===== src/rtl/gf_pkg.sv =====
// Shared GF(2^m) definitions: default field parameters, the doubling step
// used by serial multipliers, and the sequencer state encoding.
package gf_pkg;
    localparam int GF_WIDTH = 8;
    localparam logic [GF_WIDTH:0] GF_POLY = 9'h11B;
    // Upper bound on field width supported by xtime.
    localparam int GF_MAXW = 32;
    localparam int GF_IDXW = $clog2(GF_MAXW);

    typedef enum logic [1:0] {
        IDLE = 2'd0,
        LOAD = 2'd1,
        MUL  = 2'd2,
        DONE = 2'd3
    } gf_state_t;

    // Multiply by x modulo the polynomial; msb is the field width minus one and
    // poly_low the polynomial without its leading term. Callers truncate the result.
    function automatic logic [GF_MAXW-1:0] xtime(
        input logic [GF_MAXW-1:0] x,
        input logic [GF_MAXW-1:0] poly_low,
        input logic [GF_IDXW-1:0] msb
    );
        logic [GF_MAXW-1:0] r;
        r = x << 1;
        if (x[msb]) begin
            r = r ^ poly_low;
        end
        return r;
    endfunction
endpackage


===== src/rtl/gf_dot_serial_if.sv =====
// Operand/result handshake bundle of the serial GF dot-product unit.
interface gf_dot_serial_if
    import gf_pkg::*;
#(
    parameter int WIDTH = GF_WIDTH
);
    logic             i_start;
    logic             i_valid;
    logic             o_ready;
    logic [WIDTH-1:0] in_1;
    logic [WIDTH-1:0] in_2;
    logic [WIDTH-1:0] out;
    logic             o_done;
    logic             o_busy;

    modport master (
        output i_start, i_valid, in_1, in_2,
        input  o_ready, out, o_done, o_busy
    );

    modport slave (
        input  i_start, i_valid, in_1, in_2,
        output o_ready, out, o_done, o_busy
    );
endinterface


===== src/rtl/gf_mul_bitserial.sv =====
// Bit-serial GF(2^WIDTH) multiplier, b consumed MSB-first over WIDTH cycles.
// out/o_done present the finished product combinationally on the last step.
module gf_mul_bitserial
    import gf_pkg::*;
#(
    parameter int               WIDTH = GF_WIDTH,
    parameter logic [WIDTH:0]   POLY  = GF_POLY
) (
    input  logic             i_clk,
    input  logic             i_rst,
    input  logic             i_start,
    input  logic [WIDTH-1:0] in_1,
    input  logic [WIDTH-1:0] in_2,
    output logic [WIDTH-1:0] out,
    output logic             o_done
);
    localparam int IW = (WIDTH > 1) ? $clog2(WIDTH) : 1;

    logic [WIDTH-1:0] a_reg;
    logic [WIDTH-1:0] b_reg;
    logic [WIDTH-1:0] p_reg;
    logic [WIDTH-1:0] p_next;
    logic [IW-1:0]    bit_idx_reg;
    logic             run_reg;
    logic             last;

    // b is shifted left each step, so its MSB is always b[WIDTH-1-bit_idx].
    always_comb begin
        p_next = WIDTH'(xtime(GF_MAXW'(p_reg), GF_MAXW'(POLY[WIDTH-1:0]), GF_IDXW'(WIDTH - 1)))
                 ^ (b_reg[WIDTH-1] ? a_reg : '0);
    end

    assign last   = run_reg && (bit_idx_reg == IW'(WIDTH - 1));
    assign out    = p_next;
    assign o_done = last;

    always_ff @(posedge i_clk) begin
        if (i_rst) begin
            a_reg       <= '0;
            b_reg       <= '0;
            p_reg       <= '0;
            bit_idx_reg <= '0;
            run_reg     <= 1'b0;
        end else if (i_start) begin
            a_reg       <= in_1;
            b_reg       <= in_2;
            p_reg       <= '0;
            bit_idx_reg <= '0;
            run_reg     <= 1'b1;
        end else if (run_reg) begin
            p_reg       <= p_next;
            b_reg       <= b_reg << 1;
            bit_idx_reg <= bit_idx_reg + IW'(1);
            if (last) begin
                run_reg <= 1'b0;
            end
        end
    end
endmodule


===== src/rtl/gf_dot_serial.sv =====
// Sequential GF(2^WIDTH) dot product: LEN pairs accepted over valid/ready,
// each multiplied bit-serially and XOR-accumulated; result pulses on o_done.
module gf_dot_serial
    import gf_pkg::*;
#(
    parameter int               WIDTH = GF_WIDTH,
    parameter logic [WIDTH:0]   POLY  = GF_POLY,
    parameter int               LEN   = 16
) (
    input  logic           i_clk,
    input  logic           i_rst,
    gf_dot_serial_if.slave bus
);
    localparam int CW = $clog2(LEN + 1);

    gf_state_t        state_reg, state_next;
    logic [CW-1:0]    cnt_reg, cnt_next;
    logic [WIDTH-1:0] acc_reg, acc_next;
    logic [WIDTH-1:0] out_reg;
    logic             done_reg;
    logic             mul_start;
    logic [WIDTH-1:0] mul_out;
    logic             mul_done;

    gf_mul_bitserial #(
        .WIDTH (WIDTH),
        .POLY  (POLY)
    ) u_mul (
        .i_clk   (i_clk),
        .i_rst   (i_rst),
        .i_start (mul_start),
        .in_1    (bus.in_1),
        .in_2    (bus.in_2),
        .out     (mul_out),
        .o_done  (mul_done)
    );

    always_comb begin
        state_next = state_reg;
        cnt_next   = cnt_reg;
        acc_next   = acc_reg;
        mul_start  = 1'b0;
        case (state_reg)
            IDLE: begin
                if (bus.i_start) begin
                    cnt_next   = '0;
                    acc_next   = '0;
                    state_next = LOAD;
                end
            end
            LOAD: begin
                if (bus.i_valid) begin
                    mul_start  = 1'b1;
                    state_next = MUL;
                end
            end
            MUL: begin
                if (mul_done) begin
                    acc_next   = acc_reg ^ mul_out;
                    cnt_next   = cnt_reg + CW'(1);
                    state_next = (cnt_reg == CW'(LEN - 1)) ? DONE : LOAD;
                end
            end
            DONE: begin
                state_next = IDLE;
            end
            default: begin
                state_next = IDLE;
            end
        endcase
    end

    // out/o_done are loaded on entry to DONE so they are valid in the DONE cycle.
    always_ff @(posedge i_clk) begin
        if (i_rst) begin
            state_reg <= IDLE;
            cnt_reg   <= '0;
            acc_reg   <= '0;
            out_reg   <= '0;
            done_reg  <= 1'b0;
        end else begin
            state_reg <= state_next;
            cnt_reg   <= cnt_next;
            acc_reg   <= acc_next;
            done_reg  <= (state_next == DONE);
            if (state_next == DONE) begin
                out_reg <= acc_next;
            end
        end
    end

    assign bus.o_ready = (state_reg == LOAD);
    assign bus.o_busy  = (state_reg != IDLE);
    assign bus.out     = out_reg;
    assign bus.o_done  = done_reg;
endmodule


===== src/flat_wrapper.sv =====
// flat-port wrapper written by rule: the top's interface ports become plain ports
module gf_dot_serial_flat import gf_pkg::*;
#(
    parameter int               WIDTH = GF_WIDTH,
    parameter logic [WIDTH:0]   POLY  = GF_POLY,
    parameter int               LEN   = 16
)
  (i_clk, i_rst, bus_i_start, bus_i_valid, bus_in_1, bus_in_2, bus_o_ready, bus_out, bus_o_done, bus_o_busy);
  gf_dot_serial_if #(.WIDTH(WIDTH)) bus_i ();
  input  logic i_clk;
  input  logic i_rst;
  input wire logic [$bits(bus_i.i_start)-1:0] bus_i_start;
  input wire logic [$bits(bus_i.i_valid)-1:0] bus_i_valid;
  input wire logic [$bits(bus_i.in_1)-1:0] bus_in_1;
  input wire logic [$bits(bus_i.in_2)-1:0] bus_in_2;
  output wire logic [$bits(bus_i.o_ready)-1:0] bus_o_ready;
  output wire logic [$bits(bus_i.out)-1:0] bus_out;
  output wire logic [$bits(bus_i.o_done)-1:0] bus_o_done;
  output wire logic [$bits(bus_i.o_busy)-1:0] bus_o_busy;
  assign bus_i.i_start = bus_i_start;
  assign bus_i.i_valid = bus_i_valid;
  assign bus_i.in_1 = bus_in_1;
  assign bus_i.in_2 = bus_in_2;
  assign bus_o_ready = bus_i.o_ready;
  assign bus_out = bus_i.out;
  assign bus_o_done = bus_i.o_done;
  assign bus_o_busy = bus_i.o_busy;
  gf_dot_serial #(.WIDTH(WIDTH), .POLY(POLY), .LEN(LEN)) u_core (.i_clk(i_clk), .i_rst(i_rst), .bus(bus_i));
endmodule

===== config.mk =====
export PLATFORM = sky130hd
export DESIGN_NAME = gf_dot_serial_flat
export DESIGN_NICKNAME = d
export VERILOG_FILES = /design/src/rtl/gf_pkg.sv /design/src/rtl/gf_dot_serial_if.sv /design/src/rtl/gf_mul_bitserial.sv /design/src/rtl/gf_dot_serial.sv /design/src/flat_wrapper.sv
export SDC_FILE = /design/constraint.sdc
export NUM_CORES = 1
export LEC_CHECK = 0
export CAP_MARGIN = 20
export CORE_MARGIN = 2
export CORE_UTILIZATION = 49
export CTS_BUF_LIST = sky130_fd_sc_hd__clkbuf_8 sky130_fd_sc_hd__clkbuf_16
export CTS_CLUSTER_SIZE = 14
export DETAILED_ROUTE_END_ITERATION = 16
export PLACE_DENSITY = 0.75
export REMOVE_ABC_BUFFERS = 1
export SYNTH_ARGS = -nofsm -noshare
export SYNTH_HDL_FRONTEND = slang
export SYNTH_SLANG_ARGS = --single-unit

===== constraint.sdc =====
create_clock -name i_clk -period 1.55 [get_ports i_clk]
set_clock_uncertainty 0.05 [all_clocks]
set_input_delay 0.3875 -clock i_clk [delete_from_list [all_inputs] [get_ports i_clk]]
set_output_delay 0.3875 -clock i_clk [all_outputs]
set_load 0.03 [all_outputs]

==> results.md <==
- Outcome: finished with violations
- Violated checks: setup timing
- Avg Cell Area, Syn: 8.94 um^2
- Yosys top cell by area: dfxtp_1
- Final worst slack: -0.105 ns
- Final instance area: 0.00322 mm^2
- Sink Count: 52
- Slew at the pin closest to its max-slew limit: 0.464 ns
- CP most frequent cell: ha_4
- Kind of critical path: reg -> reg
- CP endpoint kind: flip-flop
- Die H: 73.1 um
- Hold Path Class: reg -> reg
- Reg2Reg Depth: 7
- Placement Cell Area: 0.00288 mm^2
- Post-synth ARST share: 0%
- First-pass GRT wire length: 8390 um
- CP max FO: 7
- Global-route usage over all layers: 19.8%
- Max Fclk: 0.604 GHz
- Kind of start point of the critical path: flip-flop
- Most frequent cells after synthesis: dfxtp_1, nand2_1, a21oi_1
- Compound-cell area share of the yosys netlist: 17.2%
- Initial antenna violation count: 0
- H-tree depth: 2
- Yosys cell types: 41
- Buf/Inv on CP: 1
- DRT Wirelength: 4950 um
- Skew-Pair Late Insertion Delay: 0.30 ns
- Leakage power: 1.23 nW
- Crit-path slowest cell: dfxtp_2
- TritonCTS clock tree: built
- CTS Buf Count: 5
- WHS Endpoint: u_core.u_mul.a_reg[1]$_SDFFE_PP0P_
- Iter 0 DRT Violations: 85
- Post-synthesis adder-cell area fraction: 2.14%
- Mapped cell area: 0.00234 mm^2
- Post-synthesis mux area share: 7.27%
- RePlAce Congestion: 0.753
- Max Transition Viols Final: 0
- Min-delay src: u_core.u_mul.a_reg[1]$_SDFFE_PP0P_
- IO Pins: 31
- Sw Pwr: 605 uW
- Worst EP required: 1.70 ns
- Vias per cell: 5.36
- DR WL/cell: 13.4 um
- Register area share after synthesis: 44.5%
- Count of final setup violators: 15
- Switching Share: 24.4%
- Vias: 1976
- Internal power: 1.87 mW
- Max stage delay on crit path: 0.36 ns
- Final critical-path share of the clock period: 107%
- Worst path cell trace: ha_4 -> ha_4 -> and4b_2 -> buf_8 -> o21ai_4 -> mux2i_2 -> o21a_1
- Synthesized flop and latch total: 52
- Pwr Density: 770 mW/mm^2
- Primary FF master, synth: dfxtp_1
- Worst hold path depth: 2
- Total grt overflow: 0
- Unrepaired setup endpoints after global routing: yes
- Yosys warning count: 0
- R2r endpoint: u_core.bus.out[7]$_SDFFE_PP0N_
- Clk Tree Root Cell: clkbuf_8
- Core Box Area: 0.00466 mm^2
- Clock power frac: 32.3%
- Post-DP HPWL: 3280 um
- Num rows: 25
- Largest family of logic cells by synthesized area: simple AND/OR/NAND/NOR gates
- Layout cells sized above 1: 26.7%
- Post-synthesis xor/xnor area fraction: 4.01%
- Number of synthesized flops with an enable pin: 0
- TritonRoute pass-1 iters: 4
- CTS max path bufs: 2
- CP delay by family, top: flip-flops
- IO buf count: 30
- Die Area: 0.00535 mm^2
- Tmin final: 1.66 ns
- R2r startpoint: u_core.u_mul.bit_idx_reg[1]$_SDFFE_PP0P_
- Synth top area cells: dfxtp_1, mux2i_1, a21oi_1, nand2_1, nor2_1
- Remaining DRCs: 0
- Worst-path clk slew: 0.09 ns
- R2R setup slack: -0.11 ns
- Register share of total power: 56.0%
- Worst vdd ir: 0.592 mV
- Crit path DAT: 1.81 ns
- Antenna Nets Post-Route: 0
- Layout Nets: 338
- Count of hold-fix buffers inserted at cts: 0
- Final core occ: 69.0%
- Max-Cap Viols: 0
- Die Wd: 73.1 um
- Synth top area share: 44.5%
- Antenna Cells: 0
- Number of global-route vias before repair: 1870
- Fin. Hold Viols: 0
- Initial Util: 50.2%
- Area grow syn2layout: 37.4%
- Count leader, synth: dfxtp_1
- Slew headroom: 68.8%
- Synth Area in Simple Gates: 20.7%
- Post-Syn Instances: 262
- Largest net degree at the start of global routing: 26
- Combinational power share: 11.7%
==> stage by stage <==
step / hold slack [ns] / worst slack, ns / cells / total power, mW / setup TNS, ns
2_1_floorplan: 0.380 / -0.606 / 246 / 1.53 / -20.78
3_3_place_gp: 0.391 / -0.389 / 358 / 1.67 / -6.09
3_5_place_dp: 0.395 / -0.405 / 358 / 1.68 / -6.75
4_1_cts: 0.408 / -0.0910 / 368 / 2.47 / -0.768
5_1_grt: 0.436 / -0.160 / 369 / 2.58 / -1.77
6_report: 0.404 / -0.105 / 369 / 2.48 / -0.845
==> repair_timing <==
| action | in CTS | in global routing |
|---|---|---|
| setup buffers | 2 | 2 |
| pin swaps | 5 | 8 |
| endpoints found under the setup margin | 29 | 21 |
| hold endpoints to repair | 0 | 0 |
| gates resized for setup | 44 | 31 |
==> cell usage in the layout (no fill, tap or decap), types with 8 or more instances in the layout <==
cell	n
a21oi_1	20
a21oi_2	9
buf_4	23
clkdlybuf4s50_1	19
dfxtp_1	48
dlygate4sd2_1	8
mux2i_1	15
nand2_1	29
nor2_1	23
nor2b_1	8
==> power groups by stage <==
stage / clock (mW) / combinational, mW / sequential, mW
after floorplan: 0 / 0.101 / 1.43
after global placement: 0 / 0.260 / 1.41
after detailed placement: 0 / 0.262 / 1.42
after CTS: 0.807 / 0.272 / 1.39
after global routing: 0.871 / 0.316 / 1.39
final: 0.799 / 0.290 / 1.39
==> cells by family (layout without fill, tap and decap cells) <==
family / Yosys count / in the layout
AOI/OAI and AO/OA: 64 / 64
and+or+nand+nor: 94 / 94
adders and majority gates: 4 / 4
xor gates and xnor gates: 9 / 9
muxes: 17 / 17
buffers and inverters: 22 / 75
DFF: 52 / 52
==> worst max-delay path by stage <==
stage	slack, ns	cells past startpoint	start	endpoint
2_1_floorplan	-0.61	4	u_core.state_reg[0]$_SDFF_PP0_	u_core.u_mul.bit_idx_reg[0]$_SDFFE_PP0P_
3_3_place_gp	-0.39	5	bus_i_start	u_core.bus.out[7]$_SDFFE_PP0N_
3_5_place_dp	-0.41	5	bus_i_start	u_core.bus.out[7]$_SDFFE_PP0N_
4_1_cts	-0.09	2	u_core.state_reg[0]$_SDFF_PP0_	bus_o_busy
5_1_grt	-0.16	7	u_core.u_mul.bit_idx_reg[1]$_SDFFE_PP0P_	u_core.acc_reg[0]$_SDFF_PP0_
6_report	-0.11	7	u_core.u_mul.bit_idx_reg[1]$_SDFFE_PP0P_	u_core.bus.out[7]$_SDFFE_PP0N_
==> layer usage <==
layer | GRT usage, % | wire (um) | vias to the layer above
met3 | 3.45 | 167 | 4
li1 | - | - | 1005
met5 | 0 | 0 | -
met4 | 6.17 | 38 | 0
met2 | 32.2 | 2380 | 40
met1 | 26.6 | 2370 | 927
==> final cells by class <==
type	count	area, um^2
clock inverters	2	11.3
clock buffers	6	82.6
multi-input cells	188	1400
inverters	6	22.5
well taps	54	67.6
repair buffers	61	586
flip-flops and latches	52	1050
fillers	364	1440
==> tightest hold or removal path: cells and delay by family (launching register included) <==
family	cells	cell delay [ns]
flip-flops	1	0.32
AO/OA/AOI/OAI	1	0.05
AND/OR/NAND/NOR	1	0.05
(Power assumes the default switching activity.)
